$ cat config.mk
export PLATFORM = sky130hd
export DESIGN_NAME = rgb_to_hsv
export DESIGN_NICKNAME = d
export VERILOG_FILES = /design/src/rtl/hdr_color_pkg.sv /design/src/rtl/udiv_pipe.sv /design/src/rtl/rgb_to_hsv.sv
export SDC_FILE = /design/constraint.sdc
export NUM_CORES = 2
export LEC_CHECK = 0
export ABC_CLOCK_PERIOD_IN_PS = 6180
export BUFFER_PORTS_ARGS = -buffer_cell sky130_fd_sc_hd__buf_4
export CELL_PAD_IN_SITES_DETAIL_PLACEMENT = 1
export CELL_PAD_IN_SITES_GLOBAL_PLACEMENT = 2
export CORE_AREA = 2 2 309 311
export CTS_CLUSTER_DIAMETER = 120
export DETAILED_ROUTE_END_ITERATION = 6
export DIE_AREA = 0 0 311 313
export PLACE_DENSITY_LB_ADDON = 0.1
export SLEW_MARGIN = 30
export SYNTH_ARGS = -nofsm -noshare
export SYNTH_HDL_FRONTEND = slang
export SYNTH_HIERARCHICAL = 1
export SYNTH_SLANG_ARGS = --single-unit
$ cat constraint.sdc
create_clock -name clk -period 6.18 [get_ports clk]
set_input_delay 1.236 -clock clk [delete_from_list [all_inputs] [get_ports clk]]
set_output_delay 1.236 -clock clk [all_outputs]
set_load 0.01 [all_outputs]
$ cat src/rtl/hdr_color_pkg.sv
// hdr_color_pkg: constants and types shared by the HDR colour-space stages.
//   - field widths of the HSV pixel format exchanged with the HSV-to-RGB stage
//   - hue anchor points in degrees
//   - encoding of the channel that holds max(r,g,b)
//   - RGB2HSV_LAT: rgb_to_hsv pipeline latency, which HSV-domain stages use
//     to delay their own sidebands into alignment
package hdr_color_pkg;

  localparam int H_W        = 9;
  localparam int S_W        = 11;
  localparam int S_FRAC     = 11;
  localparam int V_W        = 8;

  localparam int HUE_SECTOR = 60;
  localparam int HUE_G      = 120;
  localparam int HUE_B      = 240;
  localparam int HUE_FULL   = 360;

  localparam int RGB2HSV_QW  = 12;
  localparam int RGB2HSV_LAT = RGB2HSV_QW + 3;

  typedef enum logic [1:0] {
    SEL_R = 2'd0,
    SEL_G = 2'd1,
    SEL_B = 2'd2
  } sel_e;

  // Per-pixel fields that ride alongside the dividers until the final stage.
  typedef struct packed {
    logic           neg;  // hue difference was negative
    logic           dz;   // delta == 0 (achromatic)
    sel_e           sel;  // channel holding the maximum
    logic [V_W-1:0] mx;   // maximum channel value
  } hsv_aux_t;

  // Hue of the sector centre owned by the max channel.
  function automatic logic [H_W-1:0] hue_base(input sel_e sel);
    logic [H_W-1:0] base;
    case (sel)
      SEL_R:   base = 9'd0;
      SEL_G:   base = 9'd120;
      SEL_B:   base = 9'd240;
      default: base = 9'd0;
    endcase
    return base;
  endfunction

endpackage

$ cat src/rtl/udiv_pipe.sv
// udiv_pipe: pipelined unsigned restoring divider, one quotient bit per
// stage, MSB first. Stage k register holds the partial remainder, the
// denominator and the quotient bits resolved so far; the trial for bit
// QW-1-k is evaluated between register k and register k+1, and the last
// trial feeds the quotient output directly (caller registers it).
// Quotient is assumed to fit in QW bits (true for both uses in rgb_to_hsv).
// A zero denominator never sets a quotient bit, so the result is 0.
// Ports:
//   clk, rst  - clock, synchronous active-high reset
//   numer     - NW-bit dividend
//   denom     - DW-bit divisor
//   quotient  - QW-bit quotient, QW register stages after numer/denom
module udiv_pipe #(
  parameter int NW = 19,
  parameter int DW = 8,
  parameter int QW = 12
) (
  input  logic          clk,
  input  logic          rst,
  input  logic [NW-1:0] numer,
  input  logic [DW-1:0] denom,
  output logic [QW-1:0] quotient
);

  localparam int CW = (NW > DW + QW) ? NW : DW + QW;

  logic [NW-1:0] rem_d [QW];
  logic [NW-1:0] rem_q [QW];
  logic [DW-1:0] den_d [QW];
  logic [DW-1:0] den_q [QW];
  logic [QW-1:0] quo_d [QW];
  logic [QW-1:0] quo_q [QW];

  function automatic logic [CW-1:0] scaled(input logic [DW-1:0] den, input int sh);
    return CW'(den) << sh;
  endfunction

  function automatic logic fits(input logic [NW-1:0] rem, input logic [DW-1:0] den,
                                input int sh);
    return (den != {DW{1'b0}}) && (CW'(rem) >= scaled(den, sh));
  endfunction

  function automatic logic [QW-1:0] qbit(input int sh);
    logic [QW-1:0] one;
    one = {{(QW-1){1'b0}}, 1'b1};
    return one << sh;
  endfunction

  // Trial subtraction for every stage except the last.
  always_comb begin
    rem_d[0] = numer;
    den_d[0] = denom;
    quo_d[0] = {QW{1'b0}};
    for (int k = 0; k < QW - 1; k++) begin
      den_d[k+1] = den_q[k];
      if (fits(rem_q[k], den_q[k], QW - 1 - k)) begin
        rem_d[k+1] = NW'(CW'(rem_q[k]) - scaled(den_q[k], QW - 1 - k));
        quo_d[k+1] = quo_q[k] | qbit(QW - 1 - k);
      end else begin
        rem_d[k+1] = rem_q[k];
        quo_d[k+1] = quo_q[k];
      end
    end
  end

  // Last trial resolves the LSB; its remainder is not needed.
  always_comb begin
    if (fits(rem_q[QW-1], den_q[QW-1], 0)) begin
      quotient = quo_q[QW-1] | qbit(0);
    end else begin
      quotient = quo_q[QW-1];
    end
  end

  // Stage registers.
  always_ff @(posedge clk) begin
    for (int k = 0; k < QW; k++) begin
      if (rst) begin
        rem_q[k] <= {NW{1'b0}};
        den_q[k] <= {DW{1'b0}};
        quo_q[k] <= {QW{1'b0}};
      end else begin
        rem_q[k] <= rem_d[k];
        den_q[k] <= den_d[k];
        quo_q[k] <= quo_d[k];
      end
    end
  end

endmodule

$ cat src/rtl/rgb_to_hsv.sv
// rgb_to_hsv: streaming 8-bit RGB to HSV converter, fixed latency QW+3,
// no backpressure. Output format matches the HSV-to-RGB stage:
// H in degrees 0..359, S unsigned Q0.11 (clamped to 2047), V = max channel.
// Build option: define RGB2HSV_ROUND_EN to make both dividers round to
// nearest instead of truncating; latency and ports are unchanged.
// Ports:
//   clk, rst            - clock, synchronous active-high reset
//   in_valid, r, g, b   - input pixel and qualifier
//   in_sb               - sideband (sync/de), delayed with the pixel
//   out_valid, H, S, V  - output pixel and qualifier
//   out_sb              - sideband aligned with H/S/V
module rgb_to_hsv
  import hdr_color_pkg::*;
#(
  parameter int SB_W = 3,
  parameter int QW   = 12
) (
  input  logic            clk,
  input  logic            rst,
  input  logic            in_valid,
  input  logic [7:0]      r,
  input  logic [7:0]      g,
  input  logic [7:0]      b,
  input  logic [SB_W-1:0] in_sb,
  output logic            out_valid,
  output logic [H_W-1:0]  H,
  output logic [S_W-1:0]  S,
  output logic [V_W-1:0]  V,
  output logic [SB_W-1:0] out_sb
);

  localparam int LAT = QW + 3;
  localparam int SNW = V_W + S_FRAC;
  localparam int HNW = 14;
  localparam logic signed [QW+1:0] HUE_FULL_W = (QW + 2)'(HUE_FULL);

  // stage 1
  logic [V_W-1:0]    mx1_d, mx1_q, mn1_d, mn1_q, mn_rg_s;
  sel_e              sel1_d, sel1_q;
  logic signed [8:0] diff1_d, diff1_q;
  // stage 2
  logic [V_W-1:0]    delta_s;
  logic [8:0]        diff_abs_s;
  logic [HNW-1:0]    h_prod_s;
  logic [SNW-1:0]    s_num2_d, s_num2_q;
  logic [V_W-1:0]    s_den2_d, s_den2_q;
  logic [HNW-1:0]    h_num2_d, h_num2_q;
  logic [V_W-1:0]    h_den2_d, h_den2_q;
  hsv_aux_t          aux2_d, aux2_q;
  // divider span and shift registers
  logic [QW-1:0]               s_quo_s, h_quo_s;
  hsv_aux_t [QW-1:0]           aux_d, aux_q;
  logic [LAT-1:0]              vld_d, vld_q;
  logic [LAT-1:0][SB_W-1:0]    sb_d, sb_q;
  logic [SB_W-1:0]             sb_in_s;
  // final stage
  hsv_aux_t                    aux_f_s;
  logic [H_W-1:0]              base_s, h_fin_s, h_d, h_q;
  logic signed [QW+1:0]        h_sum_s;
  logic [S_W-1:0]              s_fin_s, s_d, s_q;
  logic [V_W-1:0]              v_d, v_q;

  // Stage 1: max/min, owning channel (ties favour r, then g) and signed diff.
  always_comb begin
    mn_rg_s = (r < g) ? r : g;
    mn1_d   = (b < mn_rg_s) ? b : mn_rg_s;
    if (r >= g && r >= b) begin
      mx1_d   = r;
      sel1_d  = SEL_R;
      diff1_d = {1'b0, g} - {1'b0, b};
    end else if (g >= b) begin
      mx1_d   = g;
      sel1_d  = SEL_G;
      diff1_d = {1'b0, b} - {1'b0, r};
    end else begin
      mx1_d   = b;
      sel1_d  = SEL_B;
      diff1_d = {1'b0, r} - {1'b0, g};
    end
  end

  // Stage 2: divider operands and the fields needed after division.
  always_comb begin
    delta_s = mx1_q - mn1_q;
    if (diff1_q[8]) begin
      diff_abs_s = -diff1_q;
    end else begin
      diff_abs_s = diff1_q;
    end
    h_prod_s = {5'd0, diff_abs_s} * 14'(HUE_SECTOR);
`ifdef RGB2HSV_ROUND_EN
    // Half-divisor bias turns truncation into round-to-nearest.
    h_num2_d = h_prod_s + {6'd0, delta_s >> 1};
    s_num2_d = {delta_s, 11'd0} + {11'd0, mx1_q >> 1};
`else
    h_num2_d = h_prod_s;
    s_num2_d = {delta_s, 11'd0};
`endif
    s_den2_d   = mx1_q;
    h_den2_d   = delta_s;
    aux2_d.neg = diff1_q[8];
    aux2_d.dz  = (delta_s == {V_W{1'b0}});
    aux2_d.sel = sel1_q;
    aux2_d.mx  = mx1_q;
  end

  udiv_pipe #(.NW(SNW), .DW(V_W), .QW(QW)) u_s_div (
    .clk      (clk),
    .rst      (rst),
    .numer    (s_num2_q),
    .denom    (s_den2_q),
    .quotient (s_quo_s)
  );

  udiv_pipe #(.NW(HNW), .DW(V_W), .QW(QW)) u_h_div (
    .clk      (clk),
    .rst      (rst),
    .numer    (h_num2_q),
    .denom    (h_den2_q),
    .quotient (h_quo_s)
  );

  // Valid/sideband delay over the full latency; aux delay over the divider span.
  // Sideband of an empty slot is forced to 0 so outputs stay 0 until data.
  always_comb begin
    if (in_valid) begin
      sb_in_s = in_sb;
    end else begin
      sb_in_s = {SB_W{1'b0}};
    end
    vld_d = {vld_q[LAT-2:0], in_valid};
    sb_d  = {sb_q[LAT-2:0], sb_in_s};
    aux_d = {aux_q[QW-2:0], aux2_q};
  end

  // Final stage: hue reassembly with wrap, saturation clamp.
  always_comb begin
    aux_f_s = aux_q[QW-1];
    base_s  = hue_base(aux_f_s.sel);
    if (aux_f_s.neg) begin
      h_sum_s = $signed({{(QW+2-H_W){1'b0}}, base_s}) - $signed({2'b00, h_quo_s});
    end else begin
      h_sum_s = $signed({{(QW+2-H_W){1'b0}}, base_s}) + $signed({2'b00, h_quo_s});
    end
    if (aux_f_s.dz) begin
      h_fin_s = {H_W{1'b0}};
    end else if (h_sum_s < $signed({(QW+2){1'b0}})) begin
      h_fin_s = H_W'(h_sum_s + HUE_FULL_W);
    end else begin
      h_fin_s = h_sum_s[H_W-1:0];
    end
    if (aux_f_s.mx == {V_W{1'b0}}) begin
      s_fin_s = {S_W{1'b0}};
    end else if (s_quo_s > {{(QW-S_W){1'b0}}, {S_W{1'b1}}}) begin
      s_fin_s = {S_W{1'b1}};
    end else begin
      s_fin_s = s_quo_s[S_W-1:0];
    end
    // Output data only moves with a valid pixel, so it stays 0 after reset.
    if (vld_q[LAT-2]) begin
      h_d = h_fin_s;
      s_d = s_fin_s;
      v_d = aux_f_s.mx;
    end else begin
      h_d = h_q;
      s_d = s_q;
      v_d = v_q;
    end
  end

  // Pipeline registers for all stages owned by this module.
  always_ff @(posedge clk) begin
    if (rst) begin
      mx1_q    <= {V_W{1'b0}};
      mn1_q    <= {V_W{1'b0}};
      sel1_q   <= SEL_R;
      diff1_q  <= 9'sd0;
      s_num2_q <= {SNW{1'b0}};
      s_den2_q <= {V_W{1'b0}};
      h_num2_q <= {HNW{1'b0}};
      h_den2_q <= {V_W{1'b0}};
      aux2_q   <= '0;
      aux_q    <= '0;
      vld_q    <= {LAT{1'b0}};
      sb_q     <= '0;
      h_q      <= {H_W{1'b0}};
      s_q      <= {S_W{1'b0}};
      v_q      <= {V_W{1'b0}};
    end else begin
      mx1_q    <= mx1_d;
      mn1_q    <= mn1_d;
      sel1_q   <= sel1_d;
      diff1_q  <= diff1_d;
      s_num2_q <= s_num2_d;
      s_den2_q <= s_den2_d;
      h_num2_q <= h_num2_d;
      h_den2_q <= h_den2_d;
      aux2_q   <= aux2_d;
      aux_q    <= aux_d;
      vld_q    <= vld_d;
      sb_q     <= sb_d;
      h_q      <= h_d;
      s_q      <= s_d;
      v_q      <= v_d;
    end
  end

  assign out_valid = vld_q[LAT-1];
  assign out_sb    = sb_q[LAT-1];
  assign H         = h_q;
  assign S         = s_q;
  assign V         = v_q;

endmodule

==> results_dict.tcl <==
set metrics [dict create \
    synthesis.area_um2 42100 \
    wirelength_mm 91.7 \
    cts_resized 0 \
    cp-end-kind "register" \
    diodes 0 \
    worst-path-max-fanout 18 \
    cts_max_path_buffers 3 \
    drive_above_1_share_pct 8.53 \
    relSlewSlack_pct 39.1 \
    use_met2_pct 34.4 \
    nFillCells 10600 \
    min_period_ps 4200 \
    drtPass1Iterations 5 \
    path_buf_inv 2 \
    track_usage_pct 19.0 \
    power_density_nw_per_um2 338 \
    synth.largest_area_cell "dfxtp_1" \
    die_w_um 311 \
    hp-class "register to register" \
    wl_per_cell_um 15.9 \
    synth_most_common_cell "dfxtp_1" \
    gp_congestion 0.856 \
    fin_hold_ws_ps 430 \
    synth_commonest_cells "1011 x dfxtp_1, 622 x nor2b_1, 457 x nor2_1, 307 x inv_1, 248 x ha_1" \
    ant_nets 0 \
    dp_hpwl_mm 67.0 \
    finClkSkew_ps 27.8 \
    yosysSeqAreaShare_pct 48.1 \
    grt_antenna_before_repair 1 \
    met3_usage_pct 2.54 \
    grt_max_degree 238 \
    top_usage_layer "met2" \
    synthFlopType "dfxtp_1" \
    yosys_warnings 6 \
    cts_root_buffer "clkbuf_16" \
    cts_buffers 106 \
    io_buffers 61 \
    postCtsSetupBuffers 0 \
    critPathLaunchType "primary input" \
    cts_hold_buf 0 \
    drt_iter0_markers 959 \
    p_leak_nw 19.5 \
    arrival_ps 4770 \
    syn2layout_area_growth_pct 13.3 \
    syn_inst 4360 \
    cap_violations 0 \
    grt_setup_unrepaired "no" \
    grt_remaining_overflow 0 \
    max_stage_delay_ps 480 \
    met1_usage_pct 23.2 \
    fmaxAchievable_ghz 0.238 \
    crit_required_ps 6750 \
    die-area_um2 97300 \
    crit_top_cell "a21oi_1" \
    worstPathCellList "buf_4 -> inv_1 -> ha_1 -> nand2b_1 -> a21oi_1 -> o21ai_1 -> a21oi_4 -> nor2_1 -> a21oi_1 -> ha_1 -> a21oi_1 -> o21ai_1 -> a2111oi_1 -> nand2_1 -> mux2_2 -> a311oi_1" \
    pin_count 62 \
    setup_viol 0 \
    htreeDepth 3 \
    critPathKind "primary input to register" \
    tightest_slew_ps 908 \
    tns_ps 0 \
    clock_sinks 1011 \
    start_util_pct 44.7 \
    synth-seq-cells 1011 \
    crit_family "compound AO/OA/AOI/OAI gates" \
    path_clk_slew_ps 60 \
    synth_edf_count 0 \
    die_h_um 313 \
    first_global_vias 30600 \
    ys_top_cells_by_area "dfxtp_1 48%, nor2b_1 9.2%, ha_1 7.4%" \
    rrSetupSlack_ps 2140 \
    placed_cell_area_um2 43800 \
    status "finished clean" \
    drc 0 \
    core_area_um2 94200 \
    cts_tree "done" \
    routed_via_density 5.00 \
    final_area_um2 47700 \
    grt_first_pass_wirelength_mm 154 \
    slowest_stage "a2111oi_1" \
    ys_types 109 \
    period_share_pct 67.9 \
    vias 28900 \
    clk_latency_ps 680 \
    synth_top_area_share_pct 48.1 \
    finalNetCount 4728 \
    hold_viol 0 \
    async_reset_ff_share_pct 0 \
    ir_worst_vdd_uv 247 \
    maxSlewViolCount 0 \
    rows 113 \
    avgSynthCellArea_um2 9.65 \
]
-- metal layers --
metal | share of wire, % | wire length, um
met1 | 46 | 41800
met2 | 50 | 45500
met3 | 2.5 | 2270
met4 | 2.3 | 2160
met5 | 0 | 0
-- logic make-up after synthesis --
kind of cell	synth area share, %
simple gates	21.7
flops	48.1
compound gates	10.8
buf+inv	4.26
fa+ha+maj	9.11
xor+xnor	3.05
mux	3.02
other cells	0.00891
-- flip-flops by register name (all words and copies together) (netlist names), 12 cells and up --
signal	cells
aux2_q	12
aux_d	132
aux_f_s	12
h_num2_q	12
sb_d	42
u_h_div/den_q	96
u_h_div/quo_q	66
u_h_div/rem_q	168
u_s_div/den_q	96
u_s_div/quo_q	66
u_s_div/rem_q	228
vld_q	15
-- path summary, 6_finish.rpt --
path | start | to | cells past startpoint
worst max-delay path | g[1] | mn1_q[4] | 16
worst min-delay path | aux_d[120] | aux_d[132] | 1
worst max register to register | diff1_q[0] | h_num2_q[12] | 15
worst min register to register | aux_d[120] | aux_d[132] | 1
-- placed cells by master (no fill, tap or decap), types with 21 or more instances in the layout --
cell type,instances
dfxtp_1,1010
nor2b_1,622
nor2_1,457
inv_1,307
ha_1,248
a21oi_1,200
nand2_1,119
clkbuf_16,107
xnor2_1,97
mux2i_1,97
o21ai_0,95
nor4_1,82
buf_4,81
nor3_1,61
o21a_1,57
nand2b_1,50
o31ai_1,46
a21o_1,44
xor2_1,42
or3_1,39
a211oi_1,37
or4_1,36
fa_1,35
nand3_1,34
clkbuf_8,30
or2_2,25
o211ai_1,23
nand4_1,22
mux2_2,21
nand3b_1,21
-- final cells by class --
class,count,area (um2),area share [%]
flip-flops and latches,1011,20200,42.5
multi-input cells,2899,20100,42.2
clock buffers,155,3160,6.62
well taps,1265,1580,3.32
inverters,309,1160,2.43
repair buffers,88,753,1.58
clock inverters,42,663,1.39
-- where the power goes --
group,switching [mW],internal [mW]
logic,1.38,1.09
registers,0.147,6.77
clock network,2.60,4.14
total,4.12,12.0
-- worst reg2reg max path: cells and delay by family (launching register included) --
kind,cells,cell delay (ps)
AO/OA/AOI/OAI,4,860
XOR/XNOR,2,440
adder cells (fa/ha/maj),4,1780
buffers and inverters,2,180
flip-flops,1,390
AND/OR/NAND/NOR,3,270
-- metrics by stage --
stage / utilization [%] / power [mW] / instances / setup WS [ps]
2_1_floorplan: - / 8.96 / 4372 / 1790
3_3_place_gp: 46.5 / 9.48 / 5569 / 1280
3_5_place_dp: 46.5 / 9.53 / 5569 / 1290
4_1_cts: 50.6 / 16.4 / 5766 / 2040
5_1_grt: 50.6 / 17.0 / 5769 / 1680
6_report: 50.6 / 16.1 / 5769 / 1980
(Power assumes the default switching activity.)
